## config.mk

```make
export PLATFORM = sky130hd
export DESIGN_NAME = v10_peak_detector
export DESIGN_NICKNAME = d
export VERILOG_FILES = /design/src/rtl/v10_peak_detector.sv
export SDC_FILE = /design/constraint.sdc
export NUM_CORES = 1
export LEC_CHECK = 0
export CORE_MARGIN = 4
export CORE_UTILIZATION = 58
export CTS_CLUSTER_SIZE = 28
export DETAILED_ROUTE_END_ITERATION = 16
export PLACE_DENSITY = 0.83
export SYNTH_ARGS = -nofsm -noshare
export SYNTH_HDL_FRONTEND = slang
export SYNTH_SLANG_ARGS = --single-unit
```

## constraint.sdc

```tcl
create_clock -name clk -period 8.6 [get_ports clk]
set_input_delay 1.72 -clock clk [delete_from_list [all_inputs] [get_ports clk]]
set_output_delay 1.72 -clock clk [all_outputs]
set_load 0.1 [all_outputs]
```

## src/rtl/v10_peak_detector.sv

```systemverilog
// Peak detector for the v10 trapezoidal filter stream: one record per pulse with
// peak amplitude, peak timestamp, pile-up and truncation flags.
module v10_peak_detector #(
  parameter int DATA_WIDTH = 16,
  parameter int TS_WIDTH   = 32,
  parameter int THRESHOLD  = 200,
  parameter int HYST       = 20,
  parameter int DEAD_TIME  = 8,
  parameter int MAX_LEN    = 64
) (
  input  logic                  clk,
  input  logic                  reset,
  input  logic [DATA_WIDTH-1:0] filter_data,
  output logic                  peak_valid,
  output logic [DATA_WIDTH-1:0] peak_amplitude,
  output logic [TS_WIDTH-1:0]   peak_time,
  output logic                  peak_pileup,
  output logic                  peak_truncated,
  output logic [15:0]           event_count,
  output logic                  busy
);

  localparam int EW        = DATA_WIDTH + 1;
  localparam int END_LEVEL = (THRESHOLD > HYST) ? (THRESHOLD - HYST) : 0;
  localparam int LW        = $clog2(MAX_LEN + 1);
  localparam int DW        = (DEAD_TIME > 1) ? $clog2(DEAD_TIME) : 1;

  // One extra bit so sample+HYST never wraps, even at full-scale input.
  localparam logic [EW-1:0] THR_E     = EW'(THRESHOLD);
  localparam logic [EW-1:0] HYST_E    = EW'(HYST);
  localparam logic [EW-1:0] END_E     = EW'(END_LEVEL);
  localparam logic [LW-1:0] MAX_LEN_L = LW'(MAX_LEN);
  localparam logic [DW-1:0] DEAD_LAST = DW'((DEAD_TIME > 0) ? (DEAD_TIME - 1) : 0);

  typedef enum logic [1:0] {IDLE, ACTIVE, DEAD} state_t;

  state_t                r_state;
  state_t                w_nextState;
  logic [TS_WIDTH-1:0]   r_ts;
  logic [DATA_WIDTH-1:0] r_max;
  logic [TS_WIDTH-1:0]   r_maxTs;
  logic [DATA_WIDTH-1:0] r_minSinceMax;
  logic [LW-1:0]         r_len;
  logic                  r_falling;
  logic                  r_pileup;
  logic [DW-1:0]         r_deadCnt;
  logic                  r_valid;
  logic [DATA_WIDTH-1:0] r_amp;
  logic [TS_WIDTH-1:0]   r_time;
  logic                  r_pileupOut;
  logic                  r_truncOut;
  logic [15:0]           r_count;

  logic [EW-1:0]         w_x;
  logic                  w_start;
  logic                  w_endHit;
  logic                  w_lenHit;
  logic                  w_emit;
  logic [DATA_WIDTH-1:0] w_maxNext;
  logic [TS_WIDTH-1:0]   w_maxTsNext;
  logic [DATA_WIDTH-1:0] w_minNext;
  logic                  w_fallingNext;
  logic                  w_pileupNext;

  assign w_x      = {1'b0, filter_data};
  assign w_start  = (r_state == IDLE) && (w_x >= THR_E);
  assign w_endHit = (w_x < END_E);
  assign w_lenHit = (r_len == MAX_LEN_L);
  assign w_emit   = (r_state == ACTIVE) && (w_endHit || w_lenHit);

  always_ff @(posedge clk) begin
    if (reset) begin
      r_state <= IDLE;
    end else begin
      r_state <= w_nextState;
    end
  end

  always_comb begin
    w_nextState = r_state;
    case (r_state)
      IDLE:    if (w_start) w_nextState = ACTIVE;
      ACTIVE:  if (w_emit) w_nextState = (DEAD_TIME > 0) ? DEAD : IDLE;
      DEAD:    if (r_deadCnt == DEAD_LAST) w_nextState = IDLE;
      default: w_nextState = IDLE;
    endcase
  end

  always_comb begin
    busy = (r_state != IDLE);
  end

  // Max, falling and pile-up update in order, each step seeing the previous one's result.
  always_comb begin
    w_maxNext     = r_max;
    w_maxTsNext   = r_maxTs;
    w_minNext     = r_minSinceMax;
    w_fallingNext = r_falling;
    w_pileupNext  = r_pileup;
    if (w_x > {1'b0, r_max}) begin
      w_maxNext   = filter_data;
      w_maxTsNext = r_ts;
      w_minNext   = filter_data;
    end
    if ((w_x + HYST_E) < {1'b0, w_maxNext}) w_fallingNext = 1'b1;
    if (w_fallingNext) begin
      if (filter_data < w_minNext) w_minNext = filter_data;
      if (w_x > ({1'b0, w_minNext} + HYST_E)) w_pileupNext = 1'b1;
    end
  end

  always_ff @(posedge clk) begin
    if (reset) begin
      r_ts          <= '0;
      r_max         <= '0;
      r_maxTs       <= '0;
      r_minSinceMax <= '0;
      r_len         <= '0;
      r_falling     <= 1'b0;
      r_pileup      <= 1'b0;
      r_deadCnt     <= '0;
      r_valid       <= 1'b0;
      r_amp         <= '0;
      r_time        <= '0;
      r_pileupOut   <= 1'b0;
      r_truncOut    <= 1'b0;
      r_count       <= '0;
    end else begin
      r_ts    <= r_ts + TS_WIDTH'(1);
      r_valid <= 1'b0;
      case (r_state)
        IDLE: begin
          if (w_start) begin
            r_max         <= filter_data;
            r_maxTs       <= r_ts;
            r_minSinceMax <= filter_data;
            r_len         <= LW'(1);
            r_falling     <= 1'b0;
            r_pileup      <= 1'b0;
          end
        end
        ACTIVE: begin
          if (w_emit) begin
            r_valid     <= 1'b1;
            r_amp       <= r_max;
            r_time      <= r_maxTs;
            r_pileupOut <= r_pileup;
            r_truncOut  <= w_lenHit && !w_endHit;
            r_count     <= r_count + 16'd1;
            r_deadCnt   <= '0;
          end else begin
            r_max         <= w_maxNext;
            r_maxTs       <= w_maxTsNext;
            r_minSinceMax <= w_minNext;
            r_falling     <= w_fallingNext;
            r_pileup      <= w_pileupNext;
            r_len         <= r_len + LW'(1);
          end
        end
        DEAD: begin
          r_deadCnt <= r_deadCnt + DW'(1);
        end
        default: begin
          r_deadCnt <= '0;
        end
      endcase
    end
  end

  assign peak_valid     = r_valid;
  assign peak_amplitude = r_amp;
  assign peak_time      = r_time;
  assign peak_pileup    = r_pileupOut;
  assign peak_truncated = r_truncOut;
  assign event_count    = r_count;

endmodule

```

==> flow_summary.yaml <==
grt:
  grt_pass1_vias: 8273
  gr-total-overflow: 0
  pin_count_of_the_biggest_net_entering_global_routing: 70
  grt_use_total_pct: 29.3
  antenna_found_initial: 0
  global_route_wire_length_before_repair_um: 43500
hold_path:
  hold_start: "r_maxTs[26]"
  endpoint_with_the_worst_hold_slack: "peak_time[26]"
  min_path_cells: 2
  holdCritPathClass: "reg -> reg"
worst_setup_path:
  worstSetupStartpointType: "primary input"
  worst-endpoint-required_ps: 8970
  r2r_slack_ps: 1780
  worst_path_largest_cell_delay_ps: 720
  worst_r2r_endpoint: "r_pileup"
  crit-reg2reg-launch: "r_max[15]"
  worst_r2r_path_depth: 29
  endpoint_kind: "register"
  critical_path.max_fanout: 8
  crit_type: "in -> reg"
  critical-path-top-cell-by-count: "sky130_fd_sc_hd__ha_1"
  critical_path_arrival_ps: 8450
  crit_slowest_cell: "sky130_fd_sc_hd__or4b_1"
timing:
  final-hold-violation-count: 0
  rsz0062_at_grt: "false"
  final_critical_path_setup_slack_ps: 512
  slew_at_the_pin_closest_to_its_max_slew_limit_ps: 1220
  finalCriticalPeriod_ps: 8090
  timing.final.crit_share_pct: 94.1
  slew-limit-headroom_pct: 18.9
  timing.clock.skew_ps: 10.7
  setup-tns-final_ps: 0
  max_freq_mhz: 124
  final_count_of_negative_setup_slack_endpoints: 0
  slew_violations: 0
power_and_ir_drop:
  irDropWorstVdd_mv: 0.165
  internal-power_mw: 1.46
  p_leak_nw: 4.26
  p_switching_mw: 0.703
  seq_power_share_pct: 39.5
  power_frac_clock_pct: 36.1
  power.density_cell_area_mw_per_mm2: 188
  power_switching_share_pct: 32.4
  combPwrFrac_pct: 24.3
placed_design:
  placement.io_buffers: 85
  placement.setup.worst_slack_ps: 144
  gp_congestion: 0.965
  place.detailed.hpwl_um: 19600
final_layout:
  ratio_of_cells_with_drive_above_1_in_the_final_layout_pct: 8.43
  final_nets: 1392
  syn_to_final_growth_pct: 18.6
  nFillCells: 1347
  n_antenna_cell: 0
clocking:
  htree_num_levels: 4
  tritoncts.num_buffers: 17
  total_of_hold_buffers_inserted_after_clock_tree_synthesis: 0
  clock-root-buffer: "sky130_fd_sc_hd__clkbuf_16"
  worstSkewPairLatency_ps: 440
  cts-root-to-sink-buffers: 2
  clk_pin_slew_ps: 70
  tritoncts_num_sinks: 177
  setup_buffers_after_cts: 0
  tritoncts: "yes"
  gates_resized_cts_repair: 0
logic_synthesis:
  synth.cell_area_mm2: 0.00971
  dominantRegCellSynth: "sky130_fd_sc_hd__dfxtp_1"
  average_instance_area_after_synthesis_um2: 7.95
  synth-edff-count: 0
  yosysTopAreaCellShare_pct: 36.5
  post_synth_num_cell_types: 73
  ys_seq_area_share_pct: 36.5
  async_flop_share_pct: 0
  synth.net_count: 1310
  ys_ff_latch: 177
  ys.warnings.count: 0
  yosys-top-cells-area: "sky130_fd_sc_hd__dfxtp_1 36%, sky130_fd_sc_hd__ha_1 9.2%, sky130_fd_sc_hd__nand2_1 8.4%"
  synth_top_cell_by_area: "sky130_fd_sc_hd__dfxtp_1"
  synthesis.instances: 1221
floorplanning:
  core_area_mm2: 0.0165
  chipWidth_um: 137
  floorplan.io_pins: 86
  std_cell_rows: 47
  floorplan.initialDensity_pct: 59.0
  floorplan.die_area_mm2: 0.0189
  dieHeight_um: 137
route:
  drt_pass1_iterations: 7
  route.top_layer_used: "met4"
  route.antenna.remaining_nets: 0
  routed_wire_length_per_instance_um: 17.8
  drt-met1-wl_um: 12100
  vias: 9051
  average_via_count_per_standard_cell: 5.89
  drt-total-wl_um: 27300
  dr.first_iter.drc_count: 564
  met3_wirelength_um: 1430
  drc_violations_left: 0
  dr_wl_met2_um: 13000
run_status:
  status: "finished, final reports clean"
job:
  drv.max_cap_violation_count: 0
## synth_stat cells, drive strengths merged, types with 14 or more instances
master  instances
xor2           28
xnor2          37
dfxtp         177
a211oi         25
nand2         219
o21ai          49
and3           17
ha             71
clkbuf         57
nand3          34
a21oi         147
mux2i          14
o21a           19
nand4          22
nor2          109
nor3           25
inv            37
## worst max path at each step
stage                                from       end  slack (ps)  depth (start not counted)
after global placement    filter_data[15]  r_pileup         310                         29
after global routing      filter_data[15]  r_pileup          50                         29
after floorplan           filter_data[15]  r_pileup         880                         33
after CTS                 filter_data[15]  r_pileup         590                         30
after detailed placement  filter_data[15]  r_pileup         140                         30
final                     filter_data[15]  r_pileup         510                         29
## layout make-up
class | count | area, um2 | share of cell area [%]
Inverter | 37 | 139 | 1.21
Multi-Input combinational cell | 940 | 5770 | 50.2
Clock inverter | 15 | 168 | 1.46
Tap cell | 220 | 275 | 2.39
Clock buffer | 17 | 425 | 3.70
Timing Repair Buffer | 130 | 1190 | 10.3
Sequential cell | 177 | 3540 | 30.8
## registers in the layout, summed over array words and instances (netlist names), 7 cells and up
signal          flops
event_count        16
r_ts               32
r_minSinceMax      16
peak_amplitude     16
r_len               7
r_max              16
peak_time          32
r_maxTs            32
## worst max-delay path, delay by kind of cell
kind                     cells  cell delay (ps)
AND/OR/NAND/NOR             11             2620
AO/OA/AOI/OAI               11             2090
adder cells (fa/ha/maj)      4             1130
buffers and inverters        2              510
multiplexers                 1              360
## power groups by stage
stage / Sequential, mW / Clock (mW) / Combinational, mW
CTS: 0.857 / 0.791 / 0.519
global placement: 0.875 / 0 / 0.512
global route: 0.859 / 0.830 / 0.577
floorplan: 0.869 / 0 / 0.361
finish: 0.857 / 0.783 / 0.527
detailed placement: 0.875 / 0 / 0.514
## kinds of logic after synthesis
| kind of cell | count (synthesis) | share of synthesized area (%) |
|---|---|---|
| adder cells (fa/ha/maj) | 71 | 9.15 |
| AO/OA/AOI/OAI | 291 | 18.0 |
| XOR/XNOR | 65 | 5.86 |
| flip-flops | 177 | 36.5 |
| multiplexers | 25 | 2.89 |
| AND/OR/NAND/NOR | 488 | 23.3 |
| buffers and inverters | 104 | 4.29 |
## cells in the final DEF, fill, tap and decap left out, drive strengths merged, types with 11 or more instances in the layout
master           n
o21ai           49
inv             45
dfxtp          177
clkdlybuf4s50   84
a211oi          25
xnor2           37
mux2            11
a21oi          147
nand2          219
or3             13
mux2i           14
buf             46
nor2b           13
nor2           109
and3            17
nand3           34
ha              71
a21o            12
o21a            19
nand4           22
clkbuf          17
xor2            28
nor3            25
## per-stage QoR
step           util, %  area [um2]  instances  power [mW]  hold WS, ps
2_1_floorplan        -        9710       1221        1.23          426
3_3_place_gp      66.3       10900       1504        1.39          439
3_5_place_dp      66.3       10900       1504        1.39          443
4_1_cts           69.9       11500       1536        2.17          452
5_1_grt           69.9       11500       1536        2.27          464
6_report          69.9       11500       1536        2.17          452
## routing by layer
metal	vias to the layer above	GRT usage (%)
li1	4420	-
met1	4287	38.0
met2	293	48.6
met3	51	5.37
met4	0	11.4
met5	-	0
Power figures use the tool's default switching activity.
